==> config.mk <==
export PLATFORM = sky130hd
export DESIGN_NAME = fifo_sync3
export DESIGN_NICKNAME = d
export VERILOG_FILES = /design/src/rtl/fifo_pkg.sv /design/src/rtl/fifo_ram.sv /design/src/rtl/fifo_sync3.sv
export SDC_FILE = /design/constraint.sdc
export NUM_CORES = 1
export LEC_CHECK = 0
export BUFFER_PORTS_ARGS = -buffer_cell sky130_fd_sc_hd__buf_2
export CAP_MARGIN = 15
export CORE_ASPECT_RATIO = 0.9
export CORE_MARGIN = 5
export CORE_UTILIZATION = 40
export DETAILED_ROUTE_END_ITERATION = 8
export GPL_ROUTABILITY_DRIVEN = 0
export HOLD_SLACK_MARGIN = 0.1
export PLACE_DENSITY = 0.64
export SLEW_MARGIN = 10
export SYNTH_ARGS = -nofsm -noshare
export SYNTH_HDL_FRONTEND = slang
export SYNTH_SLANG_ARGS = --single-unit
==> constraint.sdc <==
create_clock -name clk -period 5.4 [get_ports clk]
set_input_delay 1.08 -clock clk [delete_from_list [all_inputs] [get_ports clk]]
set_output_delay 1.08 -clock clk [all_outputs]
set_load 0.005 [all_outputs]
==> src/rtl/fifo_pkg.sv <==
// fifo_pkg: shared FIFO types and level-check helpers.
//   fifo_op_e      : accepted operation for one cycle (idle, write, read, both)
//   decode_op      : builds fifo_op_e from the accepted write/read pair
//   level_at_least : value >= level
//   level_at_most  : value <= level
package fifo_pkg;

    typedef enum logic [1:0] {
        OP_IDLE = 2'd0,
        OP_WR   = 2'd1,
        OP_RD   = 2'd2,
        OP_RW   = 2'd3
    } fifo_op_e;

    function automatic fifo_op_e decode_op(input logic wr, input logic rd);
        return fifo_op_e'({rd, wr});
    endfunction

    function automatic logic level_at_least(input int value, input int level);
        return value >= level;
    endfunction

    function automatic logic level_at_most(input int value, input int level);
        return value <= level;
    endfunction

endpackage

==> src/rtl/fifo_ram.sv <==
// fifo_ram: DEPTH x DATA_BITS register file, synchronous write, asynchronous read.
//   clk   in  : write clock, rising edge
//   we    in  : write enable
//   waddr in  : write address
//   wdata in  : write data
//   raddr in  : read address
//   rdata out : mem[raddr], combinational
module fifo_ram #(
    parameter int DATA_BITS = 8,
    parameter int ADDR_BITS = 4
) (
    input  logic                 clk,
    input  logic                 we,
    input  logic [ADDR_BITS-1:0] waddr,
    input  logic [DATA_BITS-1:0] wdata,
    input  logic [ADDR_BITS-1:0] raddr,
    output logic [DATA_BITS-1:0] rdata
);

    logic [DATA_BITS-1:0] mem [2**ADDR_BITS];

    // Contents need no reset: the controller never exposes an unwritten word.
    always_ff @(posedge clk)
        if (we) mem[waddr] <= wdata;

    assign rdata = mem[raddr];

endmodule

==> src/rtl/fifo_sync3.sv <==
// fifo_sync3: synchronous FIFO with occupancy count, programmable almost flags,
// synchronous flush and sticky overflow/underflow flags.
// Define FIFO_FWFT_EN for first-word-fall-through reads; default is a
// registered read with latency 1.
//   clk          in  : clock, rising edge
//   rst_n        in  : asynchronous active-low reset
//   flush        in  : synchronous clear of pointers and count
//   clr_err      in  : clears overflow/underflow (a same-cycle error wins)
//   wr_en        in  : push request
//   data_in      in  : push data
//   rd_en        in  : pop request
//   data_out     out : read data
//   count        out : occupancy 0..DEPTH
//   full, empty, almost_full, almost_empty out : status flags
//   overflow, underflow out : sticky error flags
module fifo_sync3
    import fifo_pkg::*;
#(
    parameter int DATA_BITS = 8,
    parameter int ADDR_BITS = 4,
    parameter int AF_LEVEL  = (1 << ADDR_BITS) - 2,
    parameter int AE_LEVEL  = 2
) (
    input  logic                 clk,
    input  logic                 rst_n,
    input  logic                 flush,
    input  logic                 clr_err,
    input  logic                 wr_en,
    input  logic [DATA_BITS-1:0] data_in,
    input  logic                 rd_en,
    output logic [DATA_BITS-1:0] data_out,
    output logic [ADDR_BITS:0]   count,
    output logic                 full,
    output logic                 empty,
    output logic                 almost_full,
    output logic                 almost_empty,
    output logic                 overflow,
    output logic                 underflow
);

    localparam logic [ADDR_BITS:0] FULL_COUNT = (ADDR_BITS+1)'(1 << ADDR_BITS);

    logic [ADDR_BITS-1:0] wr_ptr, rd_ptr;
    logic [DATA_BITS-1:0] head;
    logic                 wr_ok, rd_ok, ov_evt, un_evt;
    fifo_op_e             op;

    assign full         = count == FULL_COUNT;
    assign empty        = count == '0;
    assign almost_full  = level_at_least(int'(count), AF_LEVEL);
    assign almost_empty = level_at_most(int'(count), AE_LEVEL);

    // A full FIFO still takes a write when a read frees the slot in the same cycle.
    assign wr_ok  = !flush && wr_en && (!full || rd_en);
    assign rd_ok  = !flush && rd_en && !empty;
    assign ov_evt = !flush && wr_en && full && !rd_en;
    assign un_evt = !flush && rd_en && empty;
    assign op     = decode_op(wr_ok, rd_ok);

    fifo_ram #(
        .DATA_BITS(DATA_BITS),
        .ADDR_BITS(ADDR_BITS)
    ) u_ram (
        .clk  (clk),
        .we   (wr_ok),
        .waddr(wr_ptr),
        .wdata(data_in),
        .raddr(rd_ptr),
        .rdata(head)
    );

    always_ff @(posedge clk or negedge rst_n) begin
        if (!rst_n) begin
            wr_ptr    <= '0;
            rd_ptr    <= '0;
            count     <= '0;
            overflow  <= 1'b0;
            underflow <= 1'b0;
        end else begin
            if (flush) begin
                wr_ptr <= '0;
                rd_ptr <= '0;
                count  <= '0;
            end else begin
                if (wr_ok) wr_ptr <= wr_ptr + 1'b1;
                if (rd_ok) rd_ptr <= rd_ptr + 1'b1;
                count <= op == OP_WR ? count + 1'b1 :
                         op == OP_RD ? count - 1'b1 : count;
            end
            overflow  <= ov_evt || (overflow && !clr_err);
            underflow <= un_evt || (underflow && !clr_err);
        end
    end

`ifdef FIFO_FWFT_EN
    // Head word is shown directly from the register file while data is present.
    assign data_out = empty ? '0 : head;
`else
    // Head is captured at the popping edge, before the read pointer moves.
    always_ff @(posedge clk or negedge rst_n) begin
        if (!rst_n) data_out <= '0;
        else if (rd_ok) data_out <= head;
    end
`endif

endmodule

==> impl_results.md <==
- Result of the run: completed
- Maximum Capacitance Violations: 0
- Placeable Area: 15400 um2
- Fin crit period: 3.04 ns
- Number of fill cells in the layout: 1314
- RSZ-0062 raised after global routing: no
- Placed insts: 567
- Static leakage: 2.45 nW
- Synth Area in Simple Gates: 5.49%
- Avg Cell Area, Syn: 18.1 um2
- Share of layout cells above drive strength 1: 26.4%
- Xor/xnor share of the synthesized area: 0.699%
- Port Buf Inserts: 32
- Ys flop type: edfxtp_1
- Worst Path Max Fanout: 9
- Worst Setup Path Type: reg -> reg
- Vias in the first global route: 3308
- Post-synth top cells: edfxtp_1 (128), mux4_2 (32), dfrtp_1 (23)
- Multiplexer share of the synthesized area: 14.4%
- First-pass GRT wire length: 18800 um
- Inserted Diodes: 0
- Mapped Area: 6270 um2
- Initial antenna violation count: 0
- Worst EP required: 5.74 ns
- Routed via count: 3155
- Area delta synth->final: 15.6%
- Fin. Hold Viols: 0
- Cells after synthesis: 347
- Ys Warns: 0
- H-tree depth: 4
- CP startpoint kind: flop
- Initial DRC Count: 237
- Tcrit/Tclk final: 56.3%
- HP Start: data_out[0]$_DFFE_PN0P_
- Number of flops mapped to enable cells by yosys: 128
- Hold Crit Class: reg -> reg
- Clock Pin Slew Worst Setup and Hold Paths: 0.06 ns
- Count leader, synth: edfxtp_1
- DIE HEIGHT: 129 um
- IO Pins: 33
- Cell Rows: 43
- Slew Limit Fails: 0
- Yosys top cell by area: edfxtp_1
- Worst Reg2Reg Path Length in Cells: 8
- Routed length per placed instance: 19.8 um
- Clock latency reported for the late side of the worst-skew pair: 0.42 ns
- Maximum vdd drop: 0.263 mV
- # setup viols final: 0
- Mapped Nets: 371
- Cells taking the most area after synthesis: edfxtp_1 (61%), mux4_2 (12%), dfrtp_1 (9.2%)
- Post-CTS setup buffer count: 0
- Cell area after layout: 7240 um2
- Post-synth top area share: 61.3%
- Peak Freq: 329 MHz
- Post-synth ARST share: 15.2%
- Hold Buf Count CTS: 0
- Worst-Margin Slew: 1.12 ns
- CP endpoint kind: flop
- Clock Tree Root: clkbuf_16
- DR vias/cell: 5.27
- CTS buffer count: 17
- # nets final: 408
- Worst R2R End: count[4]$_DFFE_PN0P_
- Gr ovfl total: 0
- R2R setup slack: 2.36 ns
- Largest net degree at the start of global routing: 33
- CTS resizes: 0
- Worst R2R Start: count[1]$_DFFE_PN0P_
- Clk buf depth: 2
- Hold Path Depth: 2
- Synth Area in Compound Gates: 4.87%
- Non-filler cells, final: 599
- Post-placement cell area: 6620 um2
- Sequential fraction of the synthesis area: 70.5%
- CTS tree: yes
- Die area: 18300 um2
- Largest family of logic cells by synthesized area: multiplexers
- Clock sink total: 151
- Pwr/cell area: 431 nW/um2
- Final HPWL DP: 7770 um
- # DRC: 0
- Library cells used by synthesis: 45
- Worst Clk Skew: 0.00918 ns
- WP data arrival: 3.38 ns
- Synth Register Bits: 151
- Total Routing Usage GR: 13.9%
- Relative slew margins: 25.6%
- Drt first pass iters: 4
- Post-detailed-routing wire length: 11900 um
- Antenna viol nets, final: 0
- Setup ws final: 2.36 ns
- WHS Endpoint: data_out[0]$_DFFE_PN0P_
- Initial Utilization: 40.7%
- Adder-cell share of the synthesized area: 2.12%
- Die X: 142 um
- Setup TNS: 0 ns
- Post-Place Setup Slack: 2.03 ns
logic make-up after synthesis:
kind of cell / Yosys count
DFF: 151
and+or+nand+nor: 65
muxes: 50
AOI/OAI and AO/OA: 38
buffers and inverters: 28
adders and majority gates: 10
xor gates and xnor gates: 5
worst max-delay path by stage:
stage                                      end  slack, ns            startpoint
after floorplan           count[4]$_DFFE_PN0P_       2.25                 rd_en
after global placement    count[4]$_DFFE_PN0P_       2.09                 flush
after detailed placement  count[4]$_DFFE_PN0P_       2.03                 flush
after CTS                 count[4]$_DFFE_PN0P_       2.39  count[1]$_DFFE_PN0P_
after global routing      count[4]$_DFFE_PN0P_       2.21  count[1]$_DFFE_PN0P_
final                     count[4]$_DFFE_PN0P_       2.36  count[1]$_DFFE_PN0P_
critical path, stage by stage, from the launching register on:
cell,delay (ns)
dfrtp_1,0.50
or4_4,0.68
o31ai_4,0.39
or3_1,0.29
ha_1,0.31
a21oi_1,0.24
a21oi_1,0.11
a311o_1,0.31
a31oi_1,0.13
metal layers:
| layer | wire length (um) | track usage [%] | vias to the layer above | share of wire, % |
|---|---|---|---|---|
| li1 | - | - | 1467 | - |
| met3 | 558 | 3.57 | 11 | 4.7 |
| met1 | 5170 | 18.2 | 1609 | 44 |
| met4 | 148 | 5.59 | 0 | 1.2 |
| met2 | 6000 | 22.5 | 68 | 51 |
| met5 | 0 | 0 | - | 0 |
metrics by stage:
stage                     hold slack, ns  utilization [%]  power [mW]
after floorplan                    0.480                -        1.75
after detailed placement           0.490             43.0        1.92
after CTS                          0.503             47.1        3.15
after global placement             0.482             43.0        1.90
after global routing               0.518             47.1        3.25
final                              0.498             47.1        3.12
cells in the final DEF, fill, tap and decap left out, types with 2 or more instances in the layout:
master / n
a21o_1: 2
a21oi_1: 8
and2_1: 12
buf_2: 32
buf_4: 2
bufinv_16: 4
clkbuf_1: 2
clkbuf_16: 17
clkinv_2: 3
clkinvlp_4: 3
dfrtp_1: 22
edfxtp_1: 128
ha_1: 9
inv_1: 12
mux2i_1: 18
mux4_2: 32
nand2_1: 17
nand2b_1: 2
nand3_1: 10
nor2_1: 10
nor2b_1: 3
nor4_1: 2
o21ai_0: 3
o21ai_2: 2
o221ai_1: 9
o32ai_1: 2
or3_1: 3
xnor2_1: 3
xor2_1: 2
flip-flops by register name, indices dropped and copies added, names as in the netlist:
name and cells:
data_out 8, count 5, overflow 1, u_ram.mem 128, wr_ptr 4, underflow 1
rd_ptr 4
where the power goes:
part	switching, mW	internal [mW]
logic	0.249	0.206
clock network	0.445	0.784
registers	0.103	1.33
total	0.797	2.32
final cells by class:
| class | count | area (um2) | area share [%] |
|---|---|---|---|
| multi-input cells | 168 | 1730 | 23.8 |
| well taps | 202 | 253 | 3.49 |
| inverters | 12 | 45.0 | 0.622 |
| clock inverters | 12 | 175 | 2.42 |
| flip-flops and latches | 151 | 4420 | 61.0 |
| clock buffers | 20 | 447 | 6.17 |
| repair buffers | 34 | 175 | 2.42 |
Power figures use the tool's default switching activity.
